--- config.mk ---
export PLATFORM = sky130hd
export DESIGN_NAME = femto_lbus_bridge_flat
export DESIGN_NICKNAME = d
export VERILOG_FILES = /design/src/rtl/femto_lbus_bridge_if.sv /design/src/rtl/femto_lbus_bridge.sv /design/src/flat_wrapper.sv
export SDC_FILE = /design/constraint.sdc
export NUM_CORES = 1
export LEC_CHECK = 0
export ABC_CLOCK_PERIOD_IN_PS = 4260
export BUFFER_PORTS_ARGS = -buffer_cell sky130_fd_sc_hd__clkbuf_2
export CAP_MARGIN = 20
export CORE_AREA = 2 2 117 119
export CTS_CLUSTER_DIAMETER = 60
export CTS_CLUSTER_SIZE = 8
export DETAILED_ROUTE_END_ITERATION = 10
export DIE_AREA = 0 0 119 121
export GPL_TIMING_DRIVEN = 0
export HOLD_SLACK_MARGIN = 0.08
export PLACE_DENSITY = 0.76
export SLEW_MARGIN = 20
export SYNTH_ARGS = -nofsm -noshare
export SYNTH_HDL_FRONTEND = slang
export SYNTH_SLANG_ARGS = --single-unit
--- constraint.sdc ---
create_clock -name clk -period 4.26 [get_ports clk]
set_input_delay 0.426 -clock clk [delete_from_list [all_inputs] [get_ports clk]]
set_output_delay 0.426 -clock clk [all_outputs]
set_load 0.01 [all_outputs]
--- src/rtl/femto_lbus_bridge_if.sv ---
// femto_lbus_bridge_if: FemtoRV32 native bus plus register-file local bus signals
interface femto_lbus_bridge_if;
  logic [31:0] mem_addr, mem_wdata, mem_rdata;
  logic [3:0]  mem_wmask;
  logic        mem_rstrb, mem_rbusy, mem_wbusy;
  logic [31:0] lb_waddr, lb_wdata, lb_raddr, lb_rdata;
  logic [3:0]  lb_wstrb;
  logic        lb_wen, lb_wready, lb_ren, lb_rvalid;
  modport slave (
    input  mem_addr, mem_wdata, mem_wmask, mem_rstrb, lb_wready, lb_rdata, lb_rvalid,
    output mem_rdata, mem_rbusy, mem_wbusy, lb_waddr, lb_wdata, lb_wstrb, lb_wen, lb_raddr, lb_ren
  );
  modport master (
    output mem_addr, mem_wdata, mem_wmask, mem_rstrb, lb_wready, lb_rdata, lb_rvalid,
    input  mem_rdata, mem_rbusy, mem_wbusy, lb_waddr, lb_wdata, lb_wstrb, lb_wen, lb_raddr, lb_ren
  );
endinterface

--- src/rtl/femto_lbus_bridge.sv ---
// femto_lbus_bridge: one core access becomes one local-bus request, with busy stall and timeout
module femto_lbus_bridge #(
  parameter logic [31:0] ADDR_MASK = 32'h0FFF_FFFF,
  parameter int          TIMEOUT   = 16,
  parameter logic [31:0] ERR_DATA  = 32'hDEAD_BEEF
) (
  input  logic clk,
  input  logic rst,
  femto_lbus_bridge_if.slave bus,
  input  logic err_clr,
  output logic timeout_err
);
  // state bits double as the busy/request flops
  typedef enum logic [1:0] {IDLE = 2'b00, RD = 2'b01, WR = 2'b10} state_t;
  state_t      r_state, w_next;
  logic [7:0]  r_cnt;
  logic [31:0] r_waddr, r_wdata, r_raddr, r_rdata;
  logic [3:0]  r_wstrb;
  logic        r_err, w_resp, w_tmo, w_wreq, w_rreq;
  assign w_wreq = r_state == IDLE && |bus.mem_wmask;
  assign w_rreq = r_state == IDLE && !(|bus.mem_wmask) && bus.mem_rstrb;
  assign w_resp = (r_state == RD && bus.lb_rvalid) || (r_state == WR && bus.lb_wready);
  assign w_tmo  = r_state != IDLE && !w_resp && r_cnt == 8'(TIMEOUT - 1);
  always_ff @(posedge clk or posedge rst)
    if (rst) r_state <= IDLE;
    else     r_state <= w_next;
  always_comb
    w_next = w_wreq ? WR : w_rreq ? RD : (w_resp || w_tmo) ? IDLE : r_state;
  always_comb begin
    bus.lb_wen    = r_state == WR;
    bus.mem_wbusy = r_state == WR;
    bus.lb_ren    = r_state == RD;
    bus.mem_rbusy = r_state == RD;
    bus.lb_waddr  = r_waddr;
    bus.lb_wdata  = r_wdata;
    bus.lb_wstrb  = r_wstrb;
    bus.lb_raddr  = r_raddr;
    bus.mem_rdata = r_rdata;
    timeout_err   = r_err;
  end
  always_ff @(posedge clk or posedge rst)
    if (rst) begin
      r_cnt   <= '0;
      r_waddr <= '0;
      r_wdata <= '0;
      r_wstrb <= '0;
      r_raddr <= '0;
      r_rdata <= '0;
      r_err   <= 1'b0;
    end else begin
      r_cnt <= (r_state == IDLE || w_next == IDLE) ? 8'd0 : r_cnt + 8'd1;
      if (w_wreq) begin
        r_waddr <= bus.mem_addr & ADDR_MASK;
        r_wdata <= bus.mem_wdata;
        r_wstrb <= bus.mem_wmask;
      end
      if (w_rreq) r_raddr <= bus.mem_addr & ADDR_MASK;
      if (r_state == RD && w_resp) r_rdata <= bus.lb_rdata;
      else if (r_state == RD && w_tmo) r_rdata <= ERR_DATA;
      r_err <= w_tmo ? 1'b1 : err_clr ? 1'b0 : r_err;
    end
endmodule

--- src/flat_wrapper.sv ---
// flat-port wrapper written by rule: the top's interface ports become plain ports
module femto_lbus_bridge_flat 
#(
  parameter logic [31:0] ADDR_MASK = 32'h0FFF_FFFF,
  parameter int          TIMEOUT   = 16,
  parameter logic [31:0] ERR_DATA  = 32'hDEAD_BEEF
)
  (clk, rst, err_clr, timeout_err, bus_mem_addr, bus_mem_wdata, bus_mem_wmask, bus_mem_rstrb, bus_lb_wready, bus_lb_rdata, bus_lb_rvalid, bus_mem_rdata, bus_mem_rbusy, bus_mem_wbusy, bus_lb_waddr, bus_lb_wdata, bus_lb_wstrb, bus_lb_wen, bus_lb_raddr, bus_lb_ren);
  femto_lbus_bridge_if bus_i ();
  input  logic clk;
  input  logic rst;
  input  logic err_clr;
  output logic timeout_err;
  input wire logic [$bits(bus_i.mem_addr)-1:0] bus_mem_addr;
  input wire logic [$bits(bus_i.mem_wdata)-1:0] bus_mem_wdata;
  input wire logic [$bits(bus_i.mem_wmask)-1:0] bus_mem_wmask;
  input wire logic [$bits(bus_i.mem_rstrb)-1:0] bus_mem_rstrb;
  input wire logic [$bits(bus_i.lb_wready)-1:0] bus_lb_wready;
  input wire logic [$bits(bus_i.lb_rdata)-1:0] bus_lb_rdata;
  input wire logic [$bits(bus_i.lb_rvalid)-1:0] bus_lb_rvalid;
  output wire logic [$bits(bus_i.mem_rdata)-1:0] bus_mem_rdata;
  output wire logic [$bits(bus_i.mem_rbusy)-1:0] bus_mem_rbusy;
  output wire logic [$bits(bus_i.mem_wbusy)-1:0] bus_mem_wbusy;
  output wire logic [$bits(bus_i.lb_waddr)-1:0] bus_lb_waddr;
  output wire logic [$bits(bus_i.lb_wdata)-1:0] bus_lb_wdata;
  output wire logic [$bits(bus_i.lb_wstrb)-1:0] bus_lb_wstrb;
  output wire logic [$bits(bus_i.lb_wen)-1:0] bus_lb_wen;
  output wire logic [$bits(bus_i.lb_raddr)-1:0] bus_lb_raddr;
  output wire logic [$bits(bus_i.lb_ren)-1:0] bus_lb_ren;
  assign bus_i.mem_addr = bus_mem_addr;
  assign bus_i.mem_wdata = bus_mem_wdata;
  assign bus_i.mem_wmask = bus_mem_wmask;
  assign bus_i.mem_rstrb = bus_mem_rstrb;
  assign bus_i.lb_wready = bus_lb_wready;
  assign bus_i.lb_rdata = bus_lb_rdata;
  assign bus_i.lb_rvalid = bus_lb_rvalid;
  assign bus_mem_rdata = bus_i.mem_rdata;
  assign bus_mem_rbusy = bus_i.mem_rbusy;
  assign bus_mem_wbusy = bus_i.mem_wbusy;
  assign bus_lb_waddr = bus_i.lb_waddr;
  assign bus_lb_wdata = bus_i.lb_wdata;
  assign bus_lb_wstrb = bus_i.lb_wstrb;
  assign bus_lb_wen = bus_i.lb_wen;
  assign bus_lb_raddr = bus_i.lb_raddr;
  assign bus_lb_ren = bus_i.lb_ren;
  femto_lbus_bridge #(.ADDR_MASK(ADDR_MASK), .TIMEOUT(TIMEOUT), .ERR_DATA(ERR_DATA)) u_core (.clk(clk), .rst(rst), .bus(bus_i), .err_clr(err_clr), .timeout_err(timeout_err));
endmodule
Word level (Yosys, flattened, before mapping)
Index checks and enable logic that the tools add are counted.
- add/subtract/negate cells: 1
- equality and inequality tests: 3
- muxes and demuxes: 8
- reductions and logical operators: 20
- operators by type and width (cell ; count):
    32-bit 2-to-1 mux ; 2
    1-bit logical AND ; 9
    8-bit by 1-bit adder with 8-bit output, second input constant ; 1
    8-bit by 4-bit equality test with 1-bit output, second input constant ; 1
    8-bit 2-to-1 mux ; 1
    2-bit 2-to-1 mux ; 3
    2-bit nonzero test ; 3
    2-bit logical NOT ; 2
    4-bit OR reduction ; 1
    1-bit logical OR ; 3
    2-bit by 1-bit equality test with 1-bit output, second input constant ; 1
    2-bit equality test, second input constant ; 1
    1-bit logical NOT ; 2
    1-bit 2-to-1 mux ; 2
- register bits: 135
- input bits: 106
- output and inout port bits: 137
- word-level logic and storage cells: 40

Depth between registers and ports, before layout
- depth in word-level cells: 13
- mapped depth: 7
- depth with buffers taken out: 4

Worst setup path before layout
OpenSTA, ideal clock, no wires.
- path kind: register -> register
- from: reg u_core.r_cnt[4]
- to: reg u_core.r_rdata[0], in the netlist u_core.bus.mem_rdata[0]
- library setup time: 0.073 ns
- data arrival time: 1.639 ns
- required time: 4.187 ns
- setup slack: 2.548 ns
- cell stages (with the launch flop): 6
- path buffers: 2
- clock period less this slack: 1.712 ns
- cell sequence: dfrtp_1 -> or4_4 -> or3_1 -> buf_6 -> buf_12 -> a21oi_2
- longest elaborated chain between the ends: 4
- ends and longest elaborated chain (item ; RTL line ; text):
    start: declaration ; femto_lbus_bridge.sv:16 ; logic [7:0] r_cnt;
    start signal: assignment ; femto_lbus_bridge.sv:51 ; r_cnt <= (r_state == IDLE || w_next == IDLE) ? 8'd0 : r_cnt + 8'd1;
    8-bit by 4-bit equality test with 1-bit output ; femto_lbus_bridge.sv:23 ; assign w_tmo = r_state != IDLE && !w_resp && r_cnt == 8'(TIMEOUT - 1);
    1-bit logical AND ; femto_lbus_bridge.sv:23 ;
    1-bit logical AND ; femto_lbus_bridge.sv:59 ; else if (r_state == RD && w_tmo) r_rdata <= ERR_DATA;
    2-bit nonzero test (no source line) ; -- ;
    end signal: assignment ; femto_lbus_bridge.sv:58 ; if (r_state == RD && w_resp) r_rdata <= bus.lb_rdata;
    end: declaration ; femto_lbus_bridge.sv:17 ; logic [31:0] r_waddr, r_wdata, r_raddr, r_rdata;
No other way between the ends.
A chain may end at the register's enable or synchronous reset.

Final worst setup path
- from: reg u_core.r_state[0]
- to: out bus_mem_rbusy
- longest elaborated chain between the ends: 1
- ends and longest elaborated chain (item ; RTL line ; text):
    start: declaration ; femto_lbus_bridge.sv:15 ; state_t r_state, w_next;
    start signal: assignment ; femto_lbus_bridge.sv:26 ; else r_state <= w_next;
    2-bit by 1-bit equality test with 1-bit output ; femto_lbus_bridge.sv:33 ; bus.mem_rbusy = r_state == RD;
    end: declaration ; flat_wrapper.sv:22 ; output wire logic [$bits(bus_i.mem_rbusy)-1:0] bus_mem_rbusy;
No other way between the ends.

==> flow_summary.json <==
{
  "status": "complete, no violations",
  "yosys.area_share.adder_pct": 0.225,
  "slew_headroom_pct": 52.8,
  "min_delay_worst_endpoint": "u_core.timeout_err$_DFFE_PP0P_",
  "layout.area.seq_sq_um": 3380,
  "power_density_nw_per_um2": 680,
  "critPathKind": "register to primary output",
  "multiInputGateArea_sq_um": 1910,
  "cp-start-kind": "register",
  "dr.pass1.iters": 4,
  "tightest_slew_ns": 0.708,
  "rr_startpoint": "u_core.r_state[0]$_DFF_PP0_",
  "place.port_buffers": 229,
  "routed-via-count": 4229,
  "yosys_most_used_dff": "dfrtp_1",
  "cts-buffers-inserted": 17,
  "die_x_um": 119,
  "maxSlewViolCount": 0,
  "maxCapViolations": 0,
  "rr_worst_depth": 5,
  "track_usage_pct": 19.2,
  "antenna_found_initial": 0,
  "p_leak_nw": 3.76,
  "drt-wirelength-per-cell_um": 15.6,
  "hp-class": "input port to register",
  "cp_top_family": "buffers and inverters",
  "grt_max_degree": 104,
  "setup_ws_ns": 1.92,
  "rows": 42,
  "synth_mux_area_share_pct": 18.0,
  "fin_crit_ns": 2.34,
  "cts_buffer_depth": 2,
  "grt_overflow": 0,
  "post-route-util_pct": 57.8,
  "yosysTopAreaCellShare_pct": 60.8,
  "die_area_sq_um": 14400,
  "grt_pass1_wl_um": 21400,
  "synthTopCellsByArea": "dfrtp_1, mux2_2, a21oi_2, o22ai_1, nor2_1",
  "dp_hpwl_um": 9980,
  "arrival_ns": 1.92,
  "nets": 776,
  "cp_max_fo": 11,
  "wirelength_um": 13300,
  "grt_pass1_vias": 4404,
  "finalCritPeriodShare_pct": 55.0,
  "clkLatencyLatePin_ns": 0.41,
  "netlist_area_sq_um": 5560,
  "fin_area_sq_um": 7560,
  "r2r_setup_slack_ns": 2.03,
  "synth.largest_area_cell": "dfrtp_1",
  "crit_chain": "clkbuf_8, nand2b_1, clkbuf_1, inv_8, buf_6, buf_4, clkbuf_2",
  "diodes": 0,
  "synth-compound-area-share_pct": 10.3,
  "cts.sinks": 135,
  "crit_required_ns": 3.83,
  "slowest_stage": "clkbuf_1",
  "timing.fmax_ghz": 0.427,
  "place_area_sq_um": 6990,
  "synth_edf_count": 0,
  "yosysUniqueCellTypes": 41,
  "ys_seq_area_share_pct": 60.8,
  "hold_path_depth": 2,
  "cp-end-kind": "primary output",
  "ant_nets": 0,
  "synth_top_family_by_area": "multiplexers",
  "area_growth_pct": 36.1,
  "ios": 243,
  "crit_buf_inv": 6,
  "async_reset_ff_share_pct": 100,
  "avgSynthCellArea_sq_um": 13.5,
  "finalHoldViolCount": 0,
  "cts_tree": "done",
  "finalPower_mw": 5.14,
  "fill_cells": 1041,
  "finalSetupViolations": 0,
  "ir_drop_v": 0.000365,
  "drive_gt1_share_pct": 58.8,
  "drc_errors": 0,
  "place_ws_ns": 1.81,
  "drt_iter0_markers": 120,
  "die_height_um": 121,
  "core_sq_um": 13100,
  "synth_xor_area_share_pct": 0.158,
  "cpPeakStageDelay_ns": 0.45,
  "min_from": "err_clr",
  "routabilityCongestion": 0.802,
  "ys_warn_count": 0,
  "clock_tree.root_cell": "clkbuf_16",
  "floorplan.initialDensity_pct": 42.5,
  "synth-seq-cells": 135,
  "clk_pin_slew_ns": 0.06,
  "postCtsSetupBuffers": 0,
  "rsz0062_at_grt": "no",
  "r2r_end": "u_core.bus.lb_waddr[8]$_DFFE_PP0P_",
  "netlist_instances": 412,
  "synth-simple-area-share_pct": 5.04,
  "cts-htree-levels": 4,
  "via_per_inst": 4.93,
  "fin_skew_ns": 0.00667
}
==> logic make-up after synthesis <==
group,count (synthesis)
other,1
adder cells (fa/ha/maj),1
AO/OA/AOI/OAI,84
multiplexers,89
buffers and inverters,42
flip-flops,135
AND/OR/NAND/NOR,59
XOR/XNOR,1
==> per-stage QoR <==
step	std cells	hold slack, ns	setup TNS (ns)
4_1_cts	858	0.206	0
5_1_grt	858	0.214	0
6_report	858	0.229	0
2_1_floorplan	419	0.484	0
3_5_place_dp	825	0.406	0
3_3_place_gp	824	0.475	-131.98
==> layout make-up <==
cell class | instances | share of cell area (%)
buffer | 35 | 3.51
clock buffer | 20 | 5.91
clock inverter | 12 | 1.60
inverter | 7 | 0.546
multi-input combinational | 242 | 25.2
sequential | 135 | 44.7
tap | 176 | 2.91
timing repair buffer | 231 | 15.6
==> power by group <==
part	switching, mW	internal [mW]	total, mW
registers	0.277	1.76	2.03
logic	0.849	0.877	1.73
clock network	0.559	0.825	1.38
==> routing by layer <==
metal	vias up	track usage (%)	wire, um
li1	1974	-	-
met1	2059	21.8	5130
met2	178	32.0	6770
met3	18	8.18	1220
met4	0	7.44	220
met5	-	0	0
==> how the worst max path moves through the flow <==
stage / from / to / cells after the start
2_1_floorplan: rst / u_core.bus.lb_raddr[0]$_DFFE_PP0N_ / 1
3_3_place_gp: rst / u_core.bus.mem_rdata[23]$_DFFE_PP0P_ / 2
3_5_place_dp: bus_mem_wmask[3] / u_core.bus.lb_waddr[8]$_DFFE_PP0P_ / 6
4_1_cts: u_core.r_state[0]$_DFF_PP0_ / bus_mem_rbusy / 7
5_1_grt: u_core.r_state[0]$_DFF_PP0_ / bus_mem_rbusy / 7
6_report: u_core.r_state[0]$_DFF_PP0_ / bus_mem_rbusy / 7
==> Yosys cell counts, drive strengths merged, types with 2 or more instances <==
cell and instances:
a22oi 9, nand2b 3, o21ai 15, inv 6
a22o 3, nand2 12, mux2 89, a21oi 27
o22ai 25, or3 4, dlygate4sd1 2, nor2 27
nand3 3, dfrtp 135, nor3 3, buf 27
clkbuf 6
==> sequential cells by signal, summed over array words and instances, names as in the netlist <==
signal / cells
u_core.bus.mem_rdata: 32
u_core.bus.lb_waddr: 28
u_core.timeout_err: 1
u_core.bus.lb_wdata: 32
u_core.r_state: 2
u_core.r_cnt: 8
u_core.bus.lb_wstrb: 4
u_core.bus.lb_raddr: 28
==> layout by cell type (no fill, tap or decap), drive strengths merged, types with 4 or more instances in the layout <==
cell type,n
dfrtp,135
clkinv,6
clkbuf,255
o21ai,15
inv,8
clkinvlp,4
or3,4
nand2,12
mux2,89
nor2,27
buf,28
a22oi,9
conb,8
a21oi,27
o22ai,25
==> what timing repair did <==
item / CTS / global route
resized for setup: 0 / 0
endpoints found under the hold margin: 32 / 0
hold buffers: 1 / 0
Power figures use the tool's default switching activity.
